**src/rtl/master_addr_tx_pkg.sv**
```systemverilog
// master_addr_tx_pkg: state encoding and slave-ID constants shared by the address transmitter
package master_addr_tx_pkg;
    localparam int SLAVE_ID_W = 2;
    typedef logic [SLAVE_ID_W-1:0] slave_id_t;
    localparam slave_id_t SID_NONE = 2'd0;
    typedef logic [2:0] state_t;
    localparam state_t ST_IDLE  = 3'd0;
    localparam state_t ST_REQ   = 3'd1;
    localparam state_t ST_SID   = 3'd2;
    localparam state_t ST_ADDR  = 3'd3;
    localparam state_t ST_WAIT  = 3'd4;
    localparam state_t ST_SPLIT = 3'd5;
endpackage

```
**src/rtl/master_addr_tx_if.sv**
```systemverilog
// master_addr_tx_if: request, arbiter, serial-bus and slave-response signals of one master
interface master_addr_tx_if
    import master_addr_tx_pkg::*;
#(
    parameter int ADDR_W = 12
);
    logic              M_START;
    slave_id_t         M_SLAVE;
    logic [ADDR_W-1:0] M_ADDR;
    logic              M_READY;
    logic              M_DONE;
    logic              M_ERR;
    logic              B_REQ;
    logic              B_GRANT;
    logic              B_UTIL;
    logic              A_ADD;
    logic              M_BUS_OUT;
    logic              S_ACK;
    logic              S_SPLIT;
    logic              S_SPL_RDY;
    modport master (
        input  M_START, M_SLAVE, M_ADDR, B_GRANT, S_ACK, S_SPLIT, S_SPL_RDY,
        output M_READY, M_DONE, M_ERR, B_REQ, B_UTIL, A_ADD, M_BUS_OUT
    );
    modport slave (
        output M_START, M_SLAVE, M_ADDR, B_GRANT, S_ACK, S_SPLIT, S_SPL_RDY,
        input  M_READY, M_DONE, M_ERR, B_REQ, B_UTIL, A_ADD, M_BUS_OUT
    );
endinterface

```
**src/rtl/master_addr_tx_counter.sv**
```systemverilog
// master_addr_tx_counter: clearable up-counter used as the serial bit index
module master_addr_tx_counter #(
    parameter int W = 4
) (
    input  logic         rst,
    input  logic         CLK,
    input  logic         incr,
    output logic [W-1:0] count
);
    always_ff @(posedge CLK)
        count <= rst ? '0 : incr ? count + 1'b1 : count;
endmodule

```
**src/rtl/master_addr_tx.sv**
```systemverilog
// master_addr_tx: serial-bus master address phase (slave ID then address, LSB-first) with split/regrant handling.
// Optional ack-wait timeout enabled by defining MASTER_ADDR_TX_TIMEOUT_EN.
module master_addr_tx
    import master_addr_tx_pkg::*;
#(
    parameter int ADDR_W  = 12,
    parameter int TMO_CYC = 64
) (
    input logic              CLK,
    input logic              RST,
    master_addr_tx_if.master bus
);
    localparam int CW = $clog2(ADDR_W);
    state_t            st;
    state_t            nxt;
    slave_id_t         id;
    logic [ADDR_W-1:0] addr;
    logic [CW-1:0]     cnt;
    logic              tmo;
    logic              done;
    logic              err;
    logic              accept;
    assign accept = st == ST_IDLE && bus.M_START && bus.M_SLAVE != SID_NONE;
    // Counter restarts on every state change so each phase indexes from bit 0
    master_addr_tx_counter #(.W(CW)) u_cnt (
        .rst   (RST || nxt != st),
        .CLK   (CLK),
        .incr  (st == ST_SID || st == ST_ADDR),
        .count (cnt)
    );
`ifdef MASTER_ADDR_TX_TIMEOUT_EN
    localparam int TW = $clog2(TMO_CYC + 1);
    logic [TW-1:0] tmo_cnt;
    assign tmo = tmo_cnt == TW'(TMO_CYC - 1);
    always_ff @(posedge CLK)
        tmo_cnt <= (RST || st != ST_WAIT) ? '0 : tmo_cnt + 1'b1;
`else
    assign tmo = TMO_CYC < 0;  // constant 0: WAIT is untimed in this build
`endif
    always_comb begin
        nxt = st;
        case (st)
            ST_IDLE:  nxt = accept ? ST_REQ : ST_IDLE;
            ST_REQ:   nxt = bus.B_GRANT ? ST_SID : ST_REQ;
            ST_SID:   nxt = !bus.B_GRANT ? ST_REQ : cnt == CW'(1) ? ST_ADDR : ST_SID;
            ST_ADDR:  nxt = !bus.B_GRANT ? ST_REQ : cnt == CW'(ADDR_W - 1) ? ST_WAIT : ST_ADDR;
            ST_WAIT:  nxt = bus.S_ACK ? ST_IDLE : !bus.B_GRANT ? ST_REQ :
                            bus.S_SPLIT ? ST_SPLIT : tmo ? ST_IDLE : ST_WAIT;
            ST_SPLIT: nxt = bus.S_SPL_RDY ? ST_REQ : ST_SPLIT;
            default:  nxt = ST_IDLE;
        endcase
    end
    always_ff @(posedge CLK) begin
        if (RST) begin
            st   <= ST_IDLE;
            id   <= '0;
            addr <= '0;
            done <= 1'b0;
            err  <= 1'b0;
        end else begin
            st   <= nxt;
            done <= st == ST_WAIT && bus.S_ACK;
            err  <= (st == ST_IDLE && bus.M_START && bus.M_SLAVE == SID_NONE) ||
                    (st == ST_WAIT && nxt == ST_IDLE && !bus.S_ACK);
            if (accept) begin
                id   <= bus.M_SLAVE;
                addr <= bus.M_ADDR;
            end
        end
    end
    assign bus.M_READY   = st == ST_IDLE;
    assign bus.M_DONE    = done;
    assign bus.M_ERR     = err;
    assign bus.B_REQ     = st == ST_REQ || st == ST_SID || st == ST_ADDR || st == ST_WAIT;
    assign bus.B_UTIL    = st == ST_SID || st == ST_ADDR || st == ST_WAIT;
    assign bus.A_ADD     = st == ST_SID;
    assign bus.M_BUS_OUT = st == ST_SID ? id[cnt[0]] : st == ST_ADDR ? addr[cnt] : 1'b0;
endmodule

```
**src/flat_wrapper.sv**
```systemverilog
// flat-port wrapper written by rule: the top's interface ports become plain ports
module master_addr_tx_flat import master_addr_tx_pkg::*;
#(
    parameter int ADDR_W  = 12,
    parameter int TMO_CYC = 64
)
  (CLK, RST, bus_M_START, bus_M_SLAVE, bus_M_ADDR, bus_B_GRANT, bus_S_ACK, bus_S_SPLIT, bus_S_SPL_RDY, bus_M_READY, bus_M_DONE, bus_M_ERR, bus_B_REQ, bus_B_UTIL, bus_A_ADD, bus_M_BUS_OUT);
  master_addr_tx_if #(.ADDR_W(ADDR_W)) bus_i ();
  input logic CLK;
  input logic RST;
  input wire logic [$bits(bus_i.M_START)-1:0] bus_M_START;
  input wire logic [$bits(bus_i.M_SLAVE)-1:0] bus_M_SLAVE;
  input wire logic [$bits(bus_i.M_ADDR)-1:0] bus_M_ADDR;
  input wire logic [$bits(bus_i.B_GRANT)-1:0] bus_B_GRANT;
  input wire logic [$bits(bus_i.S_ACK)-1:0] bus_S_ACK;
  input wire logic [$bits(bus_i.S_SPLIT)-1:0] bus_S_SPLIT;
  input wire logic [$bits(bus_i.S_SPL_RDY)-1:0] bus_S_SPL_RDY;
  output wire logic [$bits(bus_i.M_READY)-1:0] bus_M_READY;
  output wire logic [$bits(bus_i.M_DONE)-1:0] bus_M_DONE;
  output wire logic [$bits(bus_i.M_ERR)-1:0] bus_M_ERR;
  output wire logic [$bits(bus_i.B_REQ)-1:0] bus_B_REQ;
  output wire logic [$bits(bus_i.B_UTIL)-1:0] bus_B_UTIL;
  output wire logic [$bits(bus_i.A_ADD)-1:0] bus_A_ADD;
  output wire logic [$bits(bus_i.M_BUS_OUT)-1:0] bus_M_BUS_OUT;
  assign bus_i.M_START = bus_M_START;
  assign bus_i.M_SLAVE = bus_M_SLAVE;
  assign bus_i.M_ADDR = bus_M_ADDR;
  assign bus_i.B_GRANT = bus_B_GRANT;
  assign bus_i.S_ACK = bus_S_ACK;
  assign bus_i.S_SPLIT = bus_S_SPLIT;
  assign bus_i.S_SPL_RDY = bus_S_SPL_RDY;
  assign bus_M_READY = bus_i.M_READY;
  assign bus_M_DONE = bus_i.M_DONE;
  assign bus_M_ERR = bus_i.M_ERR;
  assign bus_B_REQ = bus_i.B_REQ;
  assign bus_B_UTIL = bus_i.B_UTIL;
  assign bus_A_ADD = bus_i.A_ADD;
  assign bus_M_BUS_OUT = bus_i.M_BUS_OUT;
  master_addr_tx #(.ADDR_W(ADDR_W), .TMO_CYC(TMO_CYC)) u_core (.CLK(CLK), .RST(RST), .bus(bus_i));
endmodule
```
**config.mk**
```make
export PLATFORM = sky130hd
export DESIGN_NAME = master_addr_tx_flat
export DESIGN_NICKNAME = d
export VERILOG_FILES = /design/src/rtl/master_addr_tx_pkg.sv /design/src/rtl/master_addr_tx_if.sv /design/src/rtl/master_addr_tx_counter.sv /design/src/rtl/master_addr_tx.sv /design/src/flat_wrapper.sv
export SDC_FILE = /design/constraint.sdc
export NUM_CORES = 1
export LEC_CHECK = 0
export ABC_CLOCK_PERIOD_IN_PS = 1590
export BUFFER_PORTS_ARGS = -buffer_cell sky130_fd_sc_hd__buf_2
export CORE_MARGIN = 5
export CORE_UTILIZATION = 47
export DETAILED_ROUTE_END_ITERATION = 16
export PLACE_DENSITY = 0.77
export SYNTH_ARGS = -nofsm -noshare
export SYNTH_HDL_FRONTEND = slang
export SYNTH_SLANG_ARGS = --single-unit
```
**constraint.sdc**
```tcl
create_clock -name CLK -period 1.59 [get_ports CLK]
set_input_delay 0.318 -clock CLK [delete_from_list [all_inputs] [get_ports CLK]]
set_output_delay 0.318 -clock CLK [all_outputs]
set_load 0.05 [all_outputs]
```
==> out/qor.yml, run 1 <==
synth:
  synth_compound_area_share_pct: 12.55
  synth_edf_count: 0
  syn_inst: 127
  synth_flop_cell: "dfxtp_1"
  ys_ff_latch: 23
  synth-simple-area-share_pct: 20.95
  ys_types: 38
  synthesis.area_um2: 1206
  syn_area_per_cell_um2: 9.497
  synth_top_family_by_area: "simple AND/OR/NAND/NOR gates"
  synthXorXnorAreaFrac_pct: 2.905
  synth_top_area_cell: "dfxtp_1"
  synth_fp_nets: 150
  ys_warn_count: 0
  muxShareOfSynthArea_pct: 17.53
  ys_seq_area_share_pct: 38.17
  synth_fa_ha_area_share_pct: 2.075
  synth_area_leaders: "dfxtp_1, mux2i_1, nor2_1"
  ys_async_sr_fraction_pct: 0
  synth_top_area_share_pct: 38.17
finish:
  fin_area_um2: 1680
  drive_gt1_share_pct: 46.75
  antennaDiodeCount: 0
  final_util_pct: 67.83
  num-fill-cells: 216
  layoutNonFillerInstCount: 199
  fin_nets: 193
  syn2layout_area_growth_pct: 39.32
floorplan:
  die_y_um: 60.66
  std_cell_rows: 18
  ios: 28
  fp.dieW_um: 60.66
  start_util_pct: 48.69
  core_area_um2: 2477
  die_area_um2: 3680
route:
  wl_per_cell_um: 13.91
  drc: 0
  wl_mm: 2.768
  drtAntennaViolNets: 0
  drt_iter0_drc: 8
  dr.pass1.iters: 4
  vias_per_cell: 5.362
  via_count: 1067
outcome:
  violations: "setup timing"
  status: "complete, but fails checks"
placed_design:
  place_area_um2: 1474
  pre_cts_ws_ns: -0.2109
  io_buffers: 27
  place.gp.congestion: 0.8615
  dp_hpwl_mm: 2.086
  dp.cells: 190
global_route:
  grt_max_degree: 21
  grt_pass1_wl_mm: 4.609
  grt_pass1_vias: 1099
  grt_antenna_before_repair: 0
  gr-total-overflow: 0
  track_usage_pct: 16.29
clock_network:
  cts_tree: "yes"
  cts.sinks: 23
  htreeDepth: 1
  root_buffer: "clkbuf_4"
  clock_latency_ns: 0.31
  cts.clk_slew.worst_paths_ns: 0.12
  numCtsBuffers: 3
  holdBufCountCts: 0
  clock_path_buffers: 2
hold_path:
  worstHoldPathType: "input port to flip-flop"
  min_path_cells: 2
worst_setup_path:
  rr_worst_depth: 7
  endpoint_kind: "output port"
  arrival_ns: 1.78
  crit_required_ns: 1.27
  criticalPathCategory: "flip-flop to output port"
  cp-start-kind: "flip-flop"
  crit_fanout: 4
sta:
  fin_crit_sh_pct: 132.1
  hold_violations: 0
  setup_tns_ns: -0.5222
  finClkSkew_ns: 0.004642
  tightest_slew_ns: 0.3652
  rsz0062_at_grt: "true"
  whs_ns: 0.1975
  drv_slew: 0
  setup_viol_count_final: 2
  setup_slack_ns: -0.5105
  timing.fmax_mhz: 476.1
  layout_min_cycle_time_ns: 2.100
  slew_headroom_pct: 75.65
pwr:
  finalPower_mw: 1.190
  leakage_nw: 0.7294
  vdd_ir_drop_max_v: 0.0006645
  p_per_area_nw_per_um2: 708.2
flow_run:
  maxCapViolations: 0
final timing paths:
path | startpoint | endpoint | slack (ns)
setup / recovery | u_core.u_cnt.count[0] | bus_M_BUS_OUT | -0.51
hold / removal | bus_M_SLAVE[1] | u_core.bus.M_ERR | 0.20
setup reg to reg | u_core.u_cnt.count[0] | u_core.st[0] | 0
hold reg to reg | u_core.id[1] | u_core.id[1] | 0.47
cell type report:
class	count	area [µm²]	share of cell area, %
well taps	30	37.54	2.234
flip-flops and latches	23	475.5	28.29
repair buffers	45	350.3	20.85
clock buffers	4	26.28	1.564
multi-input cells	92	759.5	45.20
inverters	5	31.28	1.862
synthesized netlist by cell type, types with 2 or more instances:
master / instances
a211oi_1: 3
a21oi_1: 7
buf_2: 2
buf_6: 3
clkbuf_1: 2
dfxtp_1: 23
ha_1: 2
inv_1: 5
mux2i_1: 14
mux4_2: 2
nand2_1: 8
nand2b_1: 3
nand3_1: 4
nand4_1: 2
nor2_1: 17
nor2b_1: 2
nor4b_1: 2
o21ai_0: 4
xnor2_1: 2
xor2_1: 2
cells by family after synthesis:
family          after synthesis
simple gates                 46
compound gates               23
flops                        23
mux                          17
buf+inv                      12
xor+xnor                      4
fa+ha+maj                     2
state kept, by name (all words and copies together), names as in the netlist:
name,flops
u_core.u_cnt.count,4
u_core.addr,12
u_core.id,2
u_core.bus.M_ERR,1
u_core.st,3
u_core.bus.M_DONE,1
layer usage:
metal / up-vias / track usage [%] / part of all wire [%]
met4: 0 / 8.359 / 1.7
li1: 537 / - / -
met3: 6 / 2.340 / 5.5
met2: 28 / 29.01 / 51
met5: - / 0 / 0
met1: 496 / 18.82 / 41
power by group:
group | total (mW) | internal (mW) | switching [mW]
Sequential | 0.623 | 0.601 | 0.0218
Combinational | 0.301 | 0.152 | 0.149
Clock | 0.266 | 0.0979 | 0.168
worst max-delay path, stage by stage (launching register included):
cell	delay (ns)
dfxtp_4	0.40
mux4_2	0.52
nand3_2	0.08
o21ai_0	0.07
a22o_2	0.26
buf_8	0.15
timing repair:
action	CTS	global route
resized for setup	35	10
endpoints found under the setup margin	11	21
setup buffers	3	3
pin swaps	6	6
cells in the final DEF, fill, tap and decap left out, drive strengths merged, types with 3 or more instances in the layout:
cell / count
nor4b: 3
nand3: 4
clkbuf: 4
mux4: 3
nand2: 8
nor2b: 3
inv: 4
mux2i: 14
a21oi: 7
nand2b: 3
buf: 45
a211oi: 3
o21ai: 6
dfxtp: 23
nor2: 17
Power figures use the tool's default switching activity.
==> run 2: changes to the inputs <==
--- a/config.mk
+++ b/config.mk
@@ -11,6 +11,7 @@
 export CORE_UTILIZATION = 47
 export DETAILED_ROUTE_END_ITERATION = 16
 export PLACE_DENSITY = 0.77
+export SETUP_SLACK_MARGIN = 0.1
 export SYNTH_ARGS = -nofsm -noshare
 export SYNTH_HDL_FRONTEND = slang
 export SYNTH_SLANG_ARGS = --single-unit
==> run 2 against run 1 <==
Clock-buffer cell count is 1 lower. Non-clock buffer count grew 6. Fmax barely moved. Wire length is 6.4% higher. Critical path type unchanged. Power grew 2.4%. Via count grew 3.4%. The flow still finishes with violations (setup timing). Die area did not move. Sequential share of layout area down 1.6 points. Hold slack is essentially flat. Cell area is 5.8% higher. Largest cell class unchanged.
==> out/qor.yml, run 2 (same netlist as run 1, synthesis figures left out) <==
pwr:
  leakage_nw: 0.7598  # +4.2%
  swShare_pct: 29.32  # +0.82 points
  p_sw_mw: 0.3572  # +5.3%
  power_frac_seq_pct: 51.0  # -1.4 points
  pwr-share-clk_pct: 22.2  # about the same
  p_comb_share_pct: 26.8  # +1.5 points
  p_per_area_nw_per_um2: 685.2  # -3.3%
  p_int_mw: 0.8610  # +1.2%
  vdd_ir_drop_max_v: 0.0006351  # -4.4%
flow_run:
  maxCapViolations: 0  # unchanged
worst_setup_path:
  endpoint_kind: "output port"
  crit_required_ns: 1.27  # about the same
  arrival_ns: 1.78  # about the same
  cp-start-kind: "flip-flop"
  criticalPathCategory: "flip-flop to output port"
  crit_fanout: 4  # unchanged
global_route:
  grt_antenna_before_repair: 0  # unchanged
  track_usage_pct: 18.32  # +2.0 points
  grt_max_degree: 20  # -4.8%
  gr-total-overflow: 0  # unchanged
  grt_pass1_vias: 1111  # +1.1%
  grt_pass1_wl_mm: 4.981  # +8.1%
finish:
  antennaDiodeCount: 0  # unchanged
  reg_top3: "u_core.addr x12, u_core.u_cnt.count x4, u_core.st x3"
  final_cell_mix: "buf_2, dfxtp_1, buf_4, nor2_1, mux2i_1"
  fin_area_um2: 1778  # +5.8%
  num-fill-cells: 193  # -11%
  fin_nets: 199  # +3.1%
  syn2layout_area_growth_pct: 47.41
  drive_gt1_share_pct: 50.86  # +4.1 points
  largest_register_ffs: 12  # unchanged
  regMostFlops: "u_core.addr"
  final_common_cell: "buf_2"
sta:
  setup_slack_ns: -0.5099  # +0.0006190 ns
  hold_violations: 0  # unchanged
  tightest_slew_ns: 0.3462  # -0.01907 ns
  whs_ns: 0.1979  # +0.0003940 ns
  fin_crit_sh_pct: 132.1  # about the same
  rsz0062_at_grt: "true"
  setup_viol_count_final: 7  # +5
  finClkSkew_ns: 0.004060  # -0.0005819 ns
  slew_headroom_pct: 76.92  # +1.3 points
  timing.fmax_mhz: 476.2  # about the same
  drv_slew: 0  # unchanged
  layout_min_cycle_time_ns: 2.100  # -0.0006190 ns
outcome:
  violations: "setup timing"
  status: "complete, but fails checks"
floorplan:
  std_cell_rows: 18  # unchanged
  start_util_pct: 48.69  # unchanged
  die_area_um2: 3680  # unchanged
  ios: 28  # unchanged
  fp.dieW_um: 60.66  # unchanged
  core_area_um2: 2477  # unchanged
  die_y_um: 60.66  # unchanged
hold_path:
  worstHoldPathType: "input port to flip-flop"
placed_design:
  dp_hpwl_mm: 2.065  # -1.0%
  io_buffers: 27  # unchanged
  place_area_um2: 1464  # -0.68%
  place.gp.congestion: 0.8335  # -3.3%
clock_network:
  clock_path_buffers: 2  # unchanged
  htreeDepth: 1  # unchanged
  clock_latency_ns: 0.31  # about the same
  root_buffer: "clkbuf_4"
  cts_tree: "yes"
  holdBufCountCts: 0  # unchanged
  numCtsBuffers: 3  # unchanged
  cts.sinks: 23  # unchanged
  cts.clk_slew.worst_paths_ns: 0.13  # about the same
route:
  drc: 0  # unchanged
  via_count: 1103  # +3.4%
  dr.pass1.iters: 3  # -1
  wl_per_cell_um: 14.37  # +3.3%
  drtAntennaViolNets: 0  # unchanged
  wl_mm: 2.945  # +6.4%
  drt_iter0_drc: 17  # +9
  vias_per_cell: 5.380  # +0.35%
run 2: changes by cell type in the layout (fill, tap and decap cells not counted), sizes merged:
cell / change
buf: +6
clkbuf: -1
inv: +1
run 2: final timing paths:
| kind | from | to | slack, ns | cells past startpoint |
|---|---|---|---|---|
| setup / recovery | u_core.u_cnt.count[0] | bus_M_BUS_OUT | -0.51 | 5 |
| hold reg to reg | u_core.id[1] | u_core.id[1] | 0.47 | 2 |
| hold / removal | bus_M_SLAVE[0] | u_core.bus.M_ERR | 0.20 | 2 |
| setup reg to reg | u_core.u_cnt.count[0] | u_core.u_cnt.count[1] | -0.09 | 8 |
run 2: worst max-delay path, stage by stage (launching register included):
cell	delay [ns]
dfxtp_4	0.40
mux4_2	0.51
nand3_2	0.10
o21ai_2	0.06
a22o_4	0.25
buf_8	0.15
run 2: metrics by stage:
stage / cells / setup slack (ns) / utilization [%] / total power [mW] / TNS [ns]
global route: 205 / -0.6006 / 71.77 / 1.289 / -1.838
detailed placement: 191 / -0.2299 / 59.09 / 0.8891 / -0.5326
CTS: 200 / -0.5041 / 67.98 / 1.207 / -0.5932
global placement: 191 / -0.1797 / 59.09 / 0.8809 / -0.2511
floorplan: 127 / -0.1210 / - / 0.8030 / -0.2769
finish: 205 / -0.5099 / 71.77 / 1.218 / -0.8594
run 2: repair_timing:
item,CTS,global route
setup buffers,5,5
gates resized for setup,42,12
pin swaps,18,9
setup endpoints to repair,10,24
run 2: final cells by class:
cell class / count / area, µm² / share of cell area [%]
well taps: 30 / 37.54 / 2.111
flip-flops and latches: 23 / 475.5 / 26.74
multi-input cells: 92 / 819.5 / 46.09
clock inverters: 1 / 5.005 / 0.2815
repair buffers: 51 / 396.6 / 22.31
inverters: 5 / 21.27 / 1.196
clock buffers: 3 / 22.52 / 1.267
run 2: power groups by stage:
stage | Sequential (mW) | Combinational [mW] | Clock (mW)
6_report | 0.621 | 0.326 | 0.271
5_1_grt | 0.625 | 0.354 | 0.311
4_1_cts | 0.621 | 0.304 | 0.282
3_5_place_dp | 0.636 | 0.253 | 0
3_3_place_gp | 0.636 | 0.245 | 0
2_1_floorplan | 0.633 | 0.170 | 0
run 2: per-layer routing:
metal  track usage, %  up-vias  routed length [µm]
met5                0        -                   0
met4            9.598        0                 103
met3            3.404       10                 169
met2            32.37       31                1489
met1            20.81      514                1182
li1                 -      548                   -
==> run 3: changes to the inputs <==
--- a/config.mk
+++ b/config.mk
@@ -5,8 +5,10 @@
 export SDC_FILE = /design/constraint.sdc
 export NUM_CORES = 1
 export LEC_CHECK = 0
+export ABC_AREA = 1
 export ABC_CLOCK_PERIOD_IN_PS = 1590
 export BUFFER_PORTS_ARGS = -buffer_cell sky130_fd_sc_hd__buf_2
+export CORE_ASPECT_RATIO = 0.6
 export CORE_MARGIN = 5
 export CORE_UTILIZATION = 47
 export DETAILED_ROUTE_END_ITERATION = 16
==> run 3 against run 2 <==
The run still ends with setup timing left. Sequential power grew 1%. Clock skew shrank 0.0032 ns. Non-clock buffer count shrank 11. Power grew 5.0%. Synthesized cell count grew 41%. Register-to-register slack gained 0.19 ns. Critical path depth grew 3. Cell count grew 22%. Flip-flop and latch count is the same. First-iteration DRC count grew to 7.2 times the previous value. Fmax grew 21%. Critical path type unchanged. Largest cell class unchanged.
==> out/qor.yml, run 3 <==
synth:
  synthesis.area_um2: 1200  # -0.52%
  syn_area_per_cell_um2: 6.703  # -29%
  syn_inst: 179  # +41%
  synth_top_area_share_pct: 38.37  # +0.20 points
  netlist_top_cells_count: "nand2_1, nor2_1, dfxtp_1"
  ys_seq_area_share_pct: 38.37  # +0.20 points
  synth_flop_cell: "dfxtp_1"
  synth_area_leaders: "dfxtp_1, nand2_1, nor2_1"
  ys_ff_latch: 23  # unchanged
  synth_edf_count: 0  # unchanged
  yosysMostFrequentCell: "nand2_1"
  ys_types: 26  # -32%
  synth_top_area_cell: "dfxtp_1"
  ys_warn_count: 0  # unchanged
  ys_async_sr_fraction_pct: 0  # unchanged
  synth_fp_nets: 202  # +35%
finish:
  largest_register_ffs: 12  # unchanged
  layoutNonFillerInstCount: 251  # +22%
  regMostFlops: "u_core.addr"
  num-fill-cells: 210  # +8.8%
  syn2layout_area_growth_pct: 35.66
  multi_input_area_um2: 708.2  # -14%
  antennaDiodeCount: 0  # unchanged
  final_common_cell: "nand2_1"
  reg_top3: "u_core.addr x12, u_core.u_cnt.count x4, u_core.st x3"
  final_util_pct: 65.91  # -5.9 points
  regArea_um2: 476.7  # +0.26%
  drive_gt1_share_pct: 36.99  # -14 points
  fin_nets: 243  # +22%
  final_cell_mix: "nand2_1, nor2_1, buf_2, dfxtp_1, a21oi_1"
worst_setup_path:
  arrival_ns: 1.42  # -0.36 ns
  slowest_delay_ns: 0.41  # -0.10 ns
  crit_chain: "clkinv_2 -> o21ai_1 -> nand2_1 -> nand2_1 -> nand3_2 -> nand2_2 -> nand2_4 -> buf_8"
  crit_fanout: 6  # +2
  crit_required_ns: 1.27  # about the same
  timing.rr.end: "u_core.u_cnt.count[1]"
  endpoint_kind: "output port"
  timing.critical_path.mode_cell: "nand2_1"
  rr_worst_depth: 9  # +1
  cp-start-kind: "flip-flop"
  r2r_setup_slack_ns: 0.10  # +0.19 ns
  crit_family: "flip-flops"
  r2r_start: "u_core.u_cnt.count[0]"
  crit_buf_inv: 2  # +1
  criticalPathCategory: "flip-flop to output port"
  cpMaxStageDelayCell: "dfxtp_4"
clock_network:
  clock_latency_ns: 0.27  # -0.04 ns
  clock_path_buffers: 2  # unchanged
  numCtsBuffers: 3  # unchanged
  htreeDepth: 1  # unchanged
  holdBufCountCts: 0  # unchanged
  cts.sinks: 23  # unchanged
  root_buffer: "clkbuf_8"
  cts.clk_slew.worst_paths_ns: 0.08  # -0.05 ns
  cts_tree: "yes"
global_route:
  grt_pass1_vias: 1070  # -3.7%
  gr-total-overflow: 0  # unchanged
  grt_max_degree: 20  # unchanged
  grt_pass1_wl_mm: 4.843  # -2.8%
  grt_antenna_before_repair: 0  # unchanged
  track_usage_pct: 17.13  # -1.2 points
hold_path:
  min_path_cells: 2  # unchanged
  worstHoldPathType: "input port to flip-flop"
  min_from: "bus_M_SLAVE[0]"
  holdPathEnd: "u_core.bus.M_ERR"
sta:
  tightest_slew_ns: 0.2528  # -0.09342 ns
  slew_headroom_pct: 83.27  # +6.3 points
  finClkSkew_ns: 0.0008183  # -0.003241 ns
  hold_violations: 0  # unchanged
  setup_viol_count_final: 1  # -6
  setup_slack_ns: -0.1439  # +0.3659 ns
  layout_min_cycle_time_ns: 1.734  # -0.3659 ns
  fin_crit_sh_pct: 109.1  # -23 points
  drv_slew: 0  # unchanged
  rsz0062_at_grt: "true"
  timing.fmax_mhz: 576.7  # +21%
outcome:
  status: "complete, but fails checks"
  violations: "setup timing"
floorplan:
  start_util_pct: 48.58  # -0.11 points
  die_y_um: 49.14  # -19%
  ios: 28  # unchanged
  die_area_um2: 3697  # +0.47%
  core_area_um2: 2470  # -0.30%
  fp.dieW_um: 75.23  # +24%
  std_cell_rows: 14  # -4
placed_design:
  place.gp.congestion: 0.9031  # +8.4%
  dp_hpwl_mm: 2.092  # +1.3%
  io_buffers: 27  # unchanged
  dp.cells: 243  # +27%
pwr:
  vdd_ir_drop_max_v: 0.0005154  # -19%
  finalPower_mw: 1.279  # +5.0%
  leakage_nw: 0.7460  # -1.8%
  p_per_area_nw_per_um2: 785.8  # +15%
route:
  drt_iter0_drc: 122  # +105
  vias_per_cell: 5.056  # -6.0%
  drc: 0  # unchanged
  drtAntennaViolNets: 0  # unchanged
  wl_mm: 3.235  # +9.8%
  via_count: 1269  # +15%
  dr.pass1.iters: 4  # +1
  wl_per_cell_um: 12.89  # -10%
flow_run:
  maxCapViolations: 0  # unchanged
[run 3: worst register-to-register path: cells and delay by family (launching register included)]
kind	cells	cell delay, ns
AO/OA/AOI/OAI	1	0.20
adder cells (fa/ha/maj)	1	0.15
buffers and inverters	1	0.14
flip-flops	1	0.41
AND/OR/NAND/NOR	6	0.48
[run 3: area by class of cell]
cell class	count	area share, %
multi-input cells	136	43.51
flip-flops and latches	23	29.29
repair buffers	40	17.14
inverters	15	4.458
clock buffers	3	2.537
well taps	32	2.460
clock inverters	1	0.3075
repair inverters	1	0.3075
[run 3: worst max path at each step]
stage,start,to,slack (ns),depth (start not counted)
3_5_place_dp,u_core.u_cnt.count[0],bus_M_BUS_OUT,-0.001,9
3_3_place_gp,u_core.u_cnt.count[0],bus_M_BUS_OUT,0.04,9
5_1_grt,u_core.u_cnt.count[0],bus_M_BUS_OUT,-0.22,10
4_1_cts,u_core.u_cnt.count[0],bus_M_BUS_OUT,-0.14,8
6_report,u_core.u_cnt.count[0],bus_M_BUS_OUT,-0.14,8
2_1_floorplan,u_core.u_cnt.count[0],bus_M_BUS_OUT,0.12,10
[run 3: kinds of logic after synthesis]
family / count (synthesis) / synth area share [%]
AND/OR/NAND/NOR: 105 / 37.43
buffers and inverters: 20 / 7.508
flip-flops: 23 / 38.37
XOR/XNOR: 3 / 2.190
AO/OA/AOI/OAI: 26 / 12.41
adder cells (fa/ha/maj): 2 / 2.085
[run 3: where the power goes]
| group | total [mW] | leakage, nW | internal, mW | switching [mW] |
|---|---|---|---|---|
| Combinational | 0.286 | 0.529 | 0.114 | 0.173 |
| Clock | 0.365 | 0.0255 | 0.175 | 0.189 |
| Sequential | 0.628 | 0.191 | 0.603 | 0.0249 |
| Total | 1.28 | 0.746 | 0.892 | 0.387 |
[run 3: per-layer routing]
layer	global-route usage, %	part of all wire, %	vias to the layer above
met3	4.733	6.6	8
met5	0	0	-
met4	6.977	1.9	0
li1	-	-	652
met1	24.60	49	564
met2	23.70	42	45
[run 3: through the flow]
step                hold WS [ns]  area (µm²)  worst slack (ns)   TNS [ns]
floorplan                 0.3961        1216            0.1245          0
global placement          0.4509        1435           0.04121          0
detailed placement        0.4571        1435         -0.001334  -0.001334
CTS                       0.2252        1531           -0.1418    -0.1418
global route              0.2270        1628           -0.2250    -0.2619
finish                    0.2299        1628           -0.1439    -0.1439
[run 3: what timing repair did]
item,CTS,global route
cloned,0,1
setup buffers,0,3
resized for setup,22,22
endpoints found under the setup margin,9,9
pin swaps,1,5
